$ cat config.mk
export PLATFORM = sky130hd
export DESIGN_NAME = alu_cmd_sequencer_flat
export DESIGN_NICKNAME = d
export VERILOG_FILES = /design/src/rtl/alu_cmd_sequencer_if.sv /design/src/rtl/alu_cmd_sequencer.sv /design/src/flat_wrapper.sv
export SDC_FILE = /design/constraint.sdc
export NUM_CORES = 1
export LEC_CHECK = 0
export ABC_AREA = 1
export CORE_MARGIN = 2
export CORE_UTILIZATION = 45
export DETAILED_ROUTE_END_ITERATION = 10
export DONT_BUFFER_PORTS = 1
export HOLD_SLACK_MARGIN = 0.08
export PLACE_DENSITY = 0.71
export SKIP_CTS_REPAIR_TIMING = 1
export SLEW_MARGIN = 10
export SYNTH_ARGS = -nofsm -noshare
export SYNTH_HDL_FRONTEND = slang
export SYNTH_SLANG_ARGS = --single-unit
$ cat constraint.sdc
create_clock -name clk -period 1.4 [get_ports clk]
set_clock_uncertainty 0.2 [all_clocks]
set_input_delay 0.21 -clock clk [delete_from_list [all_inputs] [get_ports clk]]
set_output_delay 0.21 -clock clk [all_outputs]
set_load 0.05 [all_outputs]
$ cat src/rtl/alu_cmd_sequencer_if.sv
// Command and response handshake bundle between a controller (master) and the
// ALU command sequencer (slave).
interface alu_cmd_sequencer_if #(
  parameter int TAG_W = 4
);
  logic             cmd_valid;
  logic             cmd_ready;
  logic [2:0]       cmd_op;
  logic [3:0]       cmd_a;
  logic [3:0]       cmd_b;
  logic [TAG_W-1:0] cmd_tag;

  logic             rsp_valid;
  logic             rsp_ready;
  logic [3:0]       rsp_result;
  logic             rsp_zero;
  logic             rsp_carry;
  logic             rsp_overflow;
  logic             rsp_illegal;
  logic [TAG_W-1:0] rsp_tag;

  modport master (
    output cmd_valid, cmd_op, cmd_a, cmd_b, cmd_tag, rsp_ready,
    input  cmd_ready, rsp_valid, rsp_result, rsp_zero, rsp_carry,
           rsp_overflow, rsp_illegal, rsp_tag
  );

  modport slave (
    input  cmd_valid, cmd_op, cmd_a, cmd_b, cmd_tag, rsp_ready,
    output cmd_ready, rsp_valid, rsp_result, rsp_zero, rsp_carry,
           rsp_overflow, rsp_illegal, rsp_tag
  );
endinterface

$ cat src/rtl/alu_cmd_sequencer.sv
// Drives a combinational 4-bit ALU: accepts one command, holds the ALU inputs for
// a settle window, samples result/flags and returns them with the command tag.
module alu_cmd_sequencer #(
  parameter int SETTLE_CYCLES = 1,
  parameter int TAG_W         = 4,
  parameter int CNT_W         = 8
) (
  input  logic               clk,
  input  logic               rst,
  alu_cmd_sequencer_if.slave bus,
  output logic [3:0]         alu_a,
  output logic [3:0]         alu_b,
  output logic [2:0]         alu_sel,
  input  logic [3:0]         alu_result,
  input  logic               alu_zero,
  input  logic               alu_carry,
  input  logic               alu_overflow,
  output logic [CNT_W-1:0]   op_count
);

  typedef enum logic [1:0] {
    ST_IDLE  = 2'd0,
    ST_DRIVE = 2'd1,
    ST_RESP  = 2'd2
  } state_t;

  localparam logic [2:0] OP_LAST_LEGAL = 3'd4;
  localparam logic [3:0] SETTLE_LOAD   = 4'(SETTLE_CYCLES - 1);

  state_t           state_reg, state_next;
  logic [3:0]       settle_reg, settle_next;
  logic [3:0]       alu_a_reg, alu_a_next;
  logic [3:0]       alu_b_reg, alu_b_next;
  logic [2:0]       alu_sel_reg, alu_sel_next;
  logic [3:0]       result_reg, result_next;
  logic             zero_reg, zero_next;
  logic             carry_reg, carry_next;
  logic             overflow_reg, overflow_next;
  logic             illegal_reg, illegal_next;
  logic [TAG_W-1:0] tag_reg, tag_next;
  logic [CNT_W-1:0] count_reg, count_next;

  always_ff @(posedge clk) begin
    if (rst) begin
      state_reg    <= ST_IDLE;
      settle_reg   <= '0;
      alu_a_reg    <= '0;
      alu_b_reg    <= '0;
      alu_sel_reg  <= '0;
      result_reg   <= '0;
      zero_reg     <= 1'b0;
      carry_reg    <= 1'b0;
      overflow_reg <= 1'b0;
      illegal_reg  <= 1'b0;
      tag_reg      <= '0;
      count_reg    <= '0;
    end else begin
      state_reg    <= state_next;
      settle_reg   <= settle_next;
      alu_a_reg    <= alu_a_next;
      alu_b_reg    <= alu_b_next;
      alu_sel_reg  <= alu_sel_next;
      result_reg   <= result_next;
      zero_reg     <= zero_next;
      carry_reg    <= carry_next;
      overflow_reg <= overflow_next;
      illegal_reg  <= illegal_next;
      tag_reg      <= tag_next;
      count_reg    <= count_next;
    end
  end

  always_comb begin
    state_next    = state_reg;
    settle_next   = settle_reg;
    alu_a_next    = alu_a_reg;
    alu_b_next    = alu_b_reg;
    alu_sel_next  = alu_sel_reg;
    result_next   = result_reg;
    zero_next     = zero_reg;
    carry_next    = carry_reg;
    overflow_next = overflow_reg;
    illegal_next  = illegal_reg;
    tag_next      = tag_reg;
    count_next    = count_reg;

    case (state_reg)
      ST_IDLE: begin
        if (bus.cmd_valid) begin
          tag_next = bus.cmd_tag;
          if (bus.cmd_op <= OP_LAST_LEGAL) begin
            alu_a_next   = bus.cmd_a;
            alu_b_next   = bus.cmd_b;
            alu_sel_next = bus.cmd_op;
            illegal_next = 1'b0;
            settle_next  = SETTLE_LOAD;
            state_next   = ST_DRIVE;
          end else begin
            // ALU inputs are left untouched so the datapath never sees a rejected op.
            result_next   = '0;
            zero_next     = 1'b0;
            carry_next    = 1'b0;
            overflow_next = 1'b0;
            illegal_next  = 1'b1;
            state_next    = ST_RESP;
          end
        end
      end
      ST_DRIVE: begin
        if (settle_reg != 4'd0) begin
          settle_next = settle_reg - 4'd1;
        end else begin
          result_next   = alu_result;
          zero_next     = alu_zero;
          carry_next    = alu_carry;
          overflow_next = alu_overflow;
          state_next    = ST_RESP;
        end
      end
      ST_RESP: begin
        if (bus.rsp_ready) begin
          count_next = count_reg + 1'b1;
          state_next = ST_IDLE;
        end
      end
      default: state_next = ST_IDLE;
    endcase
  end

  assign bus.cmd_ready    = (state_reg == ST_IDLE);
  assign bus.rsp_valid    = (state_reg == ST_RESP);
  assign bus.rsp_result   = result_reg;
  assign bus.rsp_zero     = zero_reg;
  assign bus.rsp_carry    = carry_reg;
  assign bus.rsp_overflow = overflow_reg;
  assign bus.rsp_illegal  = illegal_reg;
  assign bus.rsp_tag      = tag_reg;

  assign alu_a    = alu_a_reg;
  assign alu_b    = alu_b_reg;
  assign alu_sel  = alu_sel_reg;
  assign op_count = count_reg;

endmodule

$ cat src/flat_wrapper.sv
// flat-port wrapper written by rule: the top's interface ports become plain ports
module alu_cmd_sequencer_flat 
#(
  parameter int SETTLE_CYCLES = 1,
  parameter int TAG_W         = 4,
  parameter int CNT_W         = 8
)
  (clk, rst, alu_a, alu_b, alu_sel, alu_result, alu_zero, alu_carry, alu_overflow, op_count, bus_cmd_valid, bus_cmd_op, bus_cmd_a, bus_cmd_b, bus_cmd_tag, bus_rsp_ready, bus_cmd_ready, bus_rsp_valid, bus_rsp_result, bus_rsp_zero, bus_rsp_carry, bus_rsp_overflow, bus_rsp_illegal, bus_rsp_tag);
  alu_cmd_sequencer_if #(.TAG_W(TAG_W)) bus_i ();
  input  logic clk;
  input  logic rst;
  output logic [3:0] alu_a;
  output logic [3:0] alu_b;
  output logic [2:0] alu_sel;
  input  logic [3:0] alu_result;
  input  logic alu_zero;
  input  logic alu_carry;
  input  logic alu_overflow;
  output logic [CNT_W-1:0] op_count;
  input wire logic [$bits(bus_i.cmd_valid)-1:0] bus_cmd_valid;
  input wire logic [$bits(bus_i.cmd_op)-1:0] bus_cmd_op;
  input wire logic [$bits(bus_i.cmd_a)-1:0] bus_cmd_a;
  input wire logic [$bits(bus_i.cmd_b)-1:0] bus_cmd_b;
  input wire logic [$bits(bus_i.cmd_tag)-1:0] bus_cmd_tag;
  input wire logic [$bits(bus_i.rsp_ready)-1:0] bus_rsp_ready;
  output wire logic [$bits(bus_i.cmd_ready)-1:0] bus_cmd_ready;
  output wire logic [$bits(bus_i.rsp_valid)-1:0] bus_rsp_valid;
  output wire logic [$bits(bus_i.rsp_result)-1:0] bus_rsp_result;
  output wire logic [$bits(bus_i.rsp_zero)-1:0] bus_rsp_zero;
  output wire logic [$bits(bus_i.rsp_carry)-1:0] bus_rsp_carry;
  output wire logic [$bits(bus_i.rsp_overflow)-1:0] bus_rsp_overflow;
  output wire logic [$bits(bus_i.rsp_illegal)-1:0] bus_rsp_illegal;
  output wire logic [$bits(bus_i.rsp_tag)-1:0] bus_rsp_tag;
  assign bus_i.cmd_valid = bus_cmd_valid;
  assign bus_i.cmd_op = bus_cmd_op;
  assign bus_i.cmd_a = bus_cmd_a;
  assign bus_i.cmd_b = bus_cmd_b;
  assign bus_i.cmd_tag = bus_cmd_tag;
  assign bus_i.rsp_ready = bus_rsp_ready;
  assign bus_cmd_ready = bus_i.cmd_ready;
  assign bus_rsp_valid = bus_i.rsp_valid;
  assign bus_rsp_result = bus_i.rsp_result;
  assign bus_rsp_zero = bus_i.rsp_zero;
  assign bus_rsp_carry = bus_i.rsp_carry;
  assign bus_rsp_overflow = bus_i.rsp_overflow;
  assign bus_rsp_illegal = bus_i.rsp_illegal;
  assign bus_rsp_tag = bus_i.rsp_tag;
  alu_cmd_sequencer #(.SETTLE_CYCLES(SETTLE_CYCLES), .TAG_W(TAG_W), .CNT_W(CNT_W)) u_core (.clk(clk), .rst(rst), .bus(bus_i), .alu_a(alu_a), .alu_b(alu_b), .alu_sel(alu_sel), .alu_result(alu_result), .alu_zero(alu_zero), .alu_carry(alu_carry), .alu_overflow(alu_overflow), .op_count(op_count));
endmodule
==> results of run 1 <==
[stage by stage]
step | hold WS (ns) | instances | util | power [mW] | TNS, ns
4_1_cts | -0.296 | 314 | 0.619 | 2.75 | -0.656
3_5_place_dp | 0.0750 | 306 | 0.594 | 1.99 | -0.0883
5_1_grt | -0.0492 | 349 | 0.779 | 3.10 | -4.85
6_report | -0.0620 | 349 | 0.779 | 2.99 | -2.69
2_1_floorplan | 0.156 | 222 | - | 1.77 | -2.18
3_3_place_gp | 0.0716 | 306 | 0.594 | 1.98 | 0
[worst paths after layout]
kind	startpoint	to	depth (start not counted)
worst max-delay path	u_core.state_reg[0]	bus_cmd_ready	3
worst min-delay path	bus_cmd_valid	u_core.alu_sel[0]	4
worst max register to register	u_core.state_reg[0]	u_core.alu_a[1]	8
worst min register to register	u_core.op_count[2]	u_core.op_count[2]	1
[cell type report]
type	count	area [µm²]	area share
inverters	26	113	0.0423
clock buffers	7	55.1	0.0207
repair buffers	76	712	0.267
well taps	46	57.6	0.0216
multi-input cells	156	930	0.349
flip-flops and latches	37	766	0.288
clock inverters	1	30.0	0.0113
[power by group through the flow]
| stage | logic, mW | clock network [mW] | registers [mW] |
|---|---|---|---|
| 3_3_place_gp | 0.784 | 0 | 1.20 |
| 4_1_cts | 0.795 | 0.783 | 1.17 |
| 2_1_floorplan | 0.302 | 0 | 1.47 |
| 3_5_place_dp | 0.794 | 0 | 1.20 |
| 5_1_grt | 1.08 | 0.829 | 1.19 |
| 6_report | 1.02 | 0.785 | 1.18 |
[routing by layer]
layer	GRT usage	share of wire	up-vias
met5	0	0	-
met4	0.104	0.043	0
met3	0.0458	0.051	24
met2	0.315	0.53	56
met1	0.223	0.38	788
li1	-	-	850
[cells by family after synthesis]
family,after synthesis,synth area share
AND/OR/NAND/NOR,119,0.334
flip-flops,37,0.455
AO/OA/AOI/OAI,30,0.0953
buffers and inverters,30,0.0769
XOR/XNOR,3,0.0161
adder cells (fa/ha/maj),3,0.0231
[cells in the mapped netlist]
cell / number / area share
o21ai_1: 2 / 0.0061
ha_1: 3 / 0.023
o21a_1: 1 / 0.0046
nor3_2: 1 / 0.0061
buf_6: 1 / 0.0069
nor2_2: 1 / 0.0038
o21ai_0: 15 / 0.046
nand3_2: 2 / 0.012
nor3_1: 2 / 0.0061
clkbuf_1: 3 / 0.0069
o21bai_1: 1 / 0.0046
nor2_8: 1 / 0.012
dfxtp_1: 37 / 0.46
nand2_4: 5 / 0.035
or2_1: 1 / 0.0038
inv_2: 2 / 0.0046
xor2_1: 3 / 0.016
nor2_1: 53 / 0.12
nor2_4: 1 / 0.0069
a21oi_1: 11 / 0.034
nand2_1: 45 / 0.10
inv_1: 22 / 0.051
inv_4: 2 / 0.0077
nand3_1: 7 / 0.022
[critical path: stages (launching register included)]
cell and delay [ns]:
dfxtp_4 0.39, nor2_4 0.16, buf_6 0.13, buf_8 0.13
==> impl_metrics.py, run 1 <==
metrics = {
    "outcome": {
        "status": "finished with violations",
        "failed_checks": "hold timing, setup timing",
    },
    "route": {
        "avgRoutedWirePerCell_um": 14.0,
        "drt_pre_antenna_iters": 4,
        "wirelength_um": 4900,
        "detail_route.iter0.violations": 66,
        "ant_nets": 0,
        "post_drt_via_cell_ratio": 4.92,
        "route.vias.total": 1718,
        "post-route-drc-count": 0,
    },
    "worst_setup_path": {
        "start_kind": "register",
        "path_class": "register to output port",
        "crit_arrival_ns": 1.16,
        "critPathCaptureType": "output port",
        "critPathRequiredTime_ns": 0.99,
        "regToRegSetupSlack_ns": -0.16,
        "cp_max_fo": 4,
    },
    "finish": {
        "layout_commonest_cell": "nor2_1",
        "layout-area-overhead-vs-synth_pct": 63.6,
        "drive_gt1_frac": 0.353,
        "nFillCells": 219,
        "layout.nets": 331,
        "layout.cell_area.non_filler_um2": 2660,
        "insertedDiodeCount": 0,
        "layout.cells.most_common_list": "nor2_1 (48), nand2_1 (40), buf_4 (40)",
        "largest_register_ff_count": 8,
    },
    "synthesis": {
        "synth_area_per_cell_um2": 7.33,
        "syn_inst": 222,
        "ys_ff_latch": 37,
        "sequential_fraction_of_the_synthesis_area": 0.455,
        "post_synthesis_instance_area_um2": 1630,
        "synth_warnings": 0,
        "netlist-cell-type-count": 24,
        "syn_nets": 251,
    },
    "global_routing": {
        "grt_start_max_net_pins": 21,
        "first_global_vias": 1413,
        "grt_pass1_wl_um": 6020,
        "grt.total_usage": 0.189,
        "number_of_antenna_violations_at_the_first_check_in_global_routing": 0,
        "globalRoute.totalOverflow": 0,
    },
    "clocking": {
        "clkLatencyLatePin_ns": 0.35,
        "clkSlewWorstSetupHoldPaths_ns": 0.11,
        "clock_tree.buffer_depth": 2,
        "clock_sink_count": 37,
        "cts_inserted_buffers": 5,
        "cts_root_buffer": "clkbuf_4",
        "cts_tree": "built",
        "cts_htree_levels": 2,
    },
    "sta": {
        "setup_repair_after_global_routing_missed_its_margin": "yes",
        "timing.max_slew.rel_slack": 0.684,
        "worstMarginPinSlew_ns": 0.472,
        "setup_violations": 33,
        "final.period_utilization": 1.12,
        "report.final.hold_viol_count": 3,
        "setup_ws_ns": -0.171,
        "timing.fmax_mhz": 637,
        "final.min_clock_period_ns": 1.57,
        "timing_max_transition_violations_final": 0,
        "fin_hold_ws_ns": -0.0620,
    },
    "die": {
        "core_um2": 3420,
        "floorplan.die_area_um2": 4110,
        "effective_utilization_at_floorplan": 0.477,
        "rows": 21,
        "chip_width_um": 64.1,
        "die_height_um": 64.1,
        "io_pins": 59,
    },
    "worst_hold_path": {
        "type_of_the_worst_min_delay_path": "input pin to register",
    },
    "power": {
        "seq_pwr_share": 0.395,
        "worst_ir_drop_vdd_mv": 0.818,
        "netSwitchingPower_mw": 1.05,
        "power_switching_share": 0.352,
        "comb_power_share": 0.343,
        "power.clock.fraction": 0.263,
        "power.density_cell_area_nw_per_um2": 1120,
        "internal_power_mw": 1.94,
        "leakagePower_nw": 1.23,
    },
    "placed_design": {
        "dp_slack_ns": -0.0363,
        "port-buffer-count": 0,
        "placed_standard_cell_area_um2": 2030,
        "place_congestion": 0.759,
        "placed_wire_length_estimate_um": 2610,
    },
    "job": {
        "maxcap_violations": 0,
    },
}
(Power assumes the default switching activity.)
==> run 2, diff against run 1 <==
Settings changed: MAX_ROUTING_LAYER set to met4, SETUP_SLACK_MARGIN set to 0.4.
==> run 2 against run 1 <==
The run still ends with hold timing, setup timing left. Critical path depth is 5 higher. Via count is 2.8% lower. Highest routed layer unchanged. Clock power shrank 15%. Register-to-register slack gained 0.02 ns. Sequential cell count did not move. Largest cell class unchanged. Sequential share of layout area increased by 0.45 points. Utilization up 6.2 points. Global-route usage is essentially flat. Count of clock-buffer cells in the layout is the same. Die area unchanged. Power is 3.0% lower.
==> impl_metrics.py, run 2 (synthesis gave the netlist of run 1 again) <==
metrics = {
    "placed_design": {
        "place_congestion": 0.844,
        "port-buffer-count": 0,
        "placed_wire_length_estimate_um": 2630,
    },
    "route": {
        "routed-wl-met3_um": 196,
        "route.layer.met1.wl_um": 2000,
        "route.vias.total": 1670,
        "ant_nets": 0,
        "drt_pre_antenna_iters": 4,
        "post_drt_via_cell_ratio": 4.94,
        "dr_wl_met2_um": 2770,
        "detail_route.iter0.violations": 102,
        "wirelength_um": 5030,
        "post-route-drc-count": 0,
        "highest_layer": "met4",
        "avgRoutedWirePerCell_um": 14.9,
    },
    "clocking": {
        "clock_tree.buffer_depth": 2,
        "clkLatencyLatePin_ns": 0.34,
        "cts_tree": "built",
        "cts_htree_levels": 2,
        "cts_root_buffer": "clkbuf_4",
        "clock_sink_count": 37,
        "clkSlewWorstSetupHoldPaths_ns": 0.12,
        "cts_inserted_buffers": 5,
    },
    "die": {
        "rows": 21,
        "floorplan.die_area_um2": 4110,
        "effective_utilization_at_floorplan": 0.477,
        "core_um2": 3420,
        "die_height_um": 64.1,
        "io_pins": 59,
        "chip_width_um": 64.1,
    },
    "worst_setup_path": {
        "start_kind": "register",
        "cp_slowest_cell": "dfxtp_4",
        "critPathCaptureType": "register",
        "path_class": "register to register",
        "critical_path.cell_chain": "nor2_4, buf_4, nand2_1, nand2_2, nor2_8, nand2_2, nand2_1, nor2_1",
        "cpPeakStageDelay_ns": 0.39,
        "regToRegSetupSlack_ns": -0.14,
        "cp_max_fo": 5,
        "crit_arrival_ns": 1.62,
        "critPathRequiredTime_ns": 1.47,
    },
    "power": {
        "internal_power_mw": 1.80,
        "power.density_cell_area_nw_per_um2": 1010,
        "leakagePower_nw": 1.22,
        "comb_power_share": 0.294,
        "power.clock.fraction": 0.229,
        "power_switching_share": 0.380,
        "netSwitchingPower_mw": 1.10,
        "totalPowerFinal_mw": 2.90,
        "seq_pwr_share": 0.477,
        "worst_ir_drop_vdd_mv": 0.850,
    },
    "finish": {
        "layout.cells.most_common_list": "nor2_1 (44), nand2_1 (32), dfxtp_4 (22)",
        "layout-area-overhead-vs-synth_pct": 76.6,
        "largest_register_ff_count": 8,
        "drive_gt1_frac": 0.541,
        "insertedDiodeCount": 0,
        "layout_commonest_cell": "nor2_1",
        "final_core_utilization": 0.841,
        "layout.nets": 320,
    },
    "sta": {
        "timing_max_transition_violations_final": 0,
        "timing.max_slew.rel_slack": 0.850,
        "worstMarginPinSlew_ns": 0.224,
        "timing.fmax_mhz": 649,
        "report.final.hold_viol_count": 11,
        "final.period_utilization": 1.10,
        "fin_hold_ws_ns": -0.295,
        "final.min_clock_period_ns": 1.54,
        "setup_violations": 23,
        "setup_repair_after_global_routing_missed_its_margin": "yes",
        "setup_ws_ns": -0.141,
    },
    "outcome": {
        "status": "finished with violations",
        "failed_checks": "hold timing, setup timing",
    },
    "job": {
        "maxcap_violations": 0,
    },
    "global_routing": {
        "number_of_antenna_violations_at_the_first_check_in_global_routing": 0,
        "globalRoute.totalOverflow": 0,
        "grt_pass1_wl_um": 5860,
        "grt.total_usage": 0.189,
        "grt_start_max_net_pins": 15,
        "first_global_vias": 1372,
    },
    "worst_hold_path": {
        "type_of_the_worst_min_delay_path": "input pin to register",
    },
}
[run 2: changes by cell type in the layout (fill, tap and decap cells not counted), moves of 6 or more]
cell	delta
dlygate4sd3_1	-6
nor2_4	+6
nand2_1	-8
dfxtp_2	+8
dfxtp_1	-25
o21ai_2	+8
buf_4	-25
nand2_2	+9
buf_8	+14
buf_6	+6
dfxtp_4	+17
[run 2: metrics by stage]
step / cells / setup TNS (ns) / worst slack [ns] / cell area, µm²
2_1_floorplan: 222 / -2.17 / -0.145 / 1700
3_3_place_gp: 294 / -0.0519 / -0.0151 / 1990
3_5_place_dp: 294 / -0.225 / -0.0543 / 1990
4_1_cts: 302 / -0.712 / -0.177 / 2060
5_1_grt: 338 / -3.10 / -0.189 / 2870
6_report: 338 / -1.73 / -0.141 / 2870
[run 2: layout make-up]
cell class | instances | area [µm²]
timing repair buffer | 64 | 722
sequential | 37 | 840
fill | 167 | 542
timing repair inverter | 1 | 11.3
clock inverter | 1 | 5.00
tap | 46 | 57.6
clock buffer | 7 | 65.1
multi-input combinational | 156 | 1050
inverter | 26 | 120
[run 2: per-layer routing]
layer	vias up	track usage
met5	-	-
met2	45	0.324
li1	834	-
met3	6	0.0687
met1	785	0.196
met4	0	0.0798
[run 2: worst max-delay path: cells and delay by family (launching register included)]
kind          cells  cell delay (ns)
buf+inv           1             0.15
flops             1             0.39
simple gates      7             0.72
[run 2: worst paths after layout]
| check | startpoint | end | depth (start not counted) |
|---|---|---|---|
| max | u_core.state_reg[0] | u_core.bus.rsp_result[1] | 8 |
| min | rst | u_core.state_reg[0] | 1 |
| max reg2reg | u_core.state_reg[0] | u_core.bus.rsp_result[1] | 8 |
| min reg2reg | u_core.settle_reg[3] | u_core.settle_reg[3] | 2 |
[run 2: power groups by stage]
| stage | Combinational, mW | Clock [mW] | Sequential (mW) |
|---|---|---|---|
| 4_1_cts | 0.557 | 0.671 | 1.36 |
| 6_report | 0.851 | 0.664 | 1.38 |
| 3_5_place_dp | 0.556 | 0 | 1.39 |
| 3_3_place_gp | 0.547 | 0 | 1.38 |
| 5_1_grt | 0.909 | 0.718 | 1.39 |
| 2_1_floorplan | 0.304 | 0 | 1.48 |
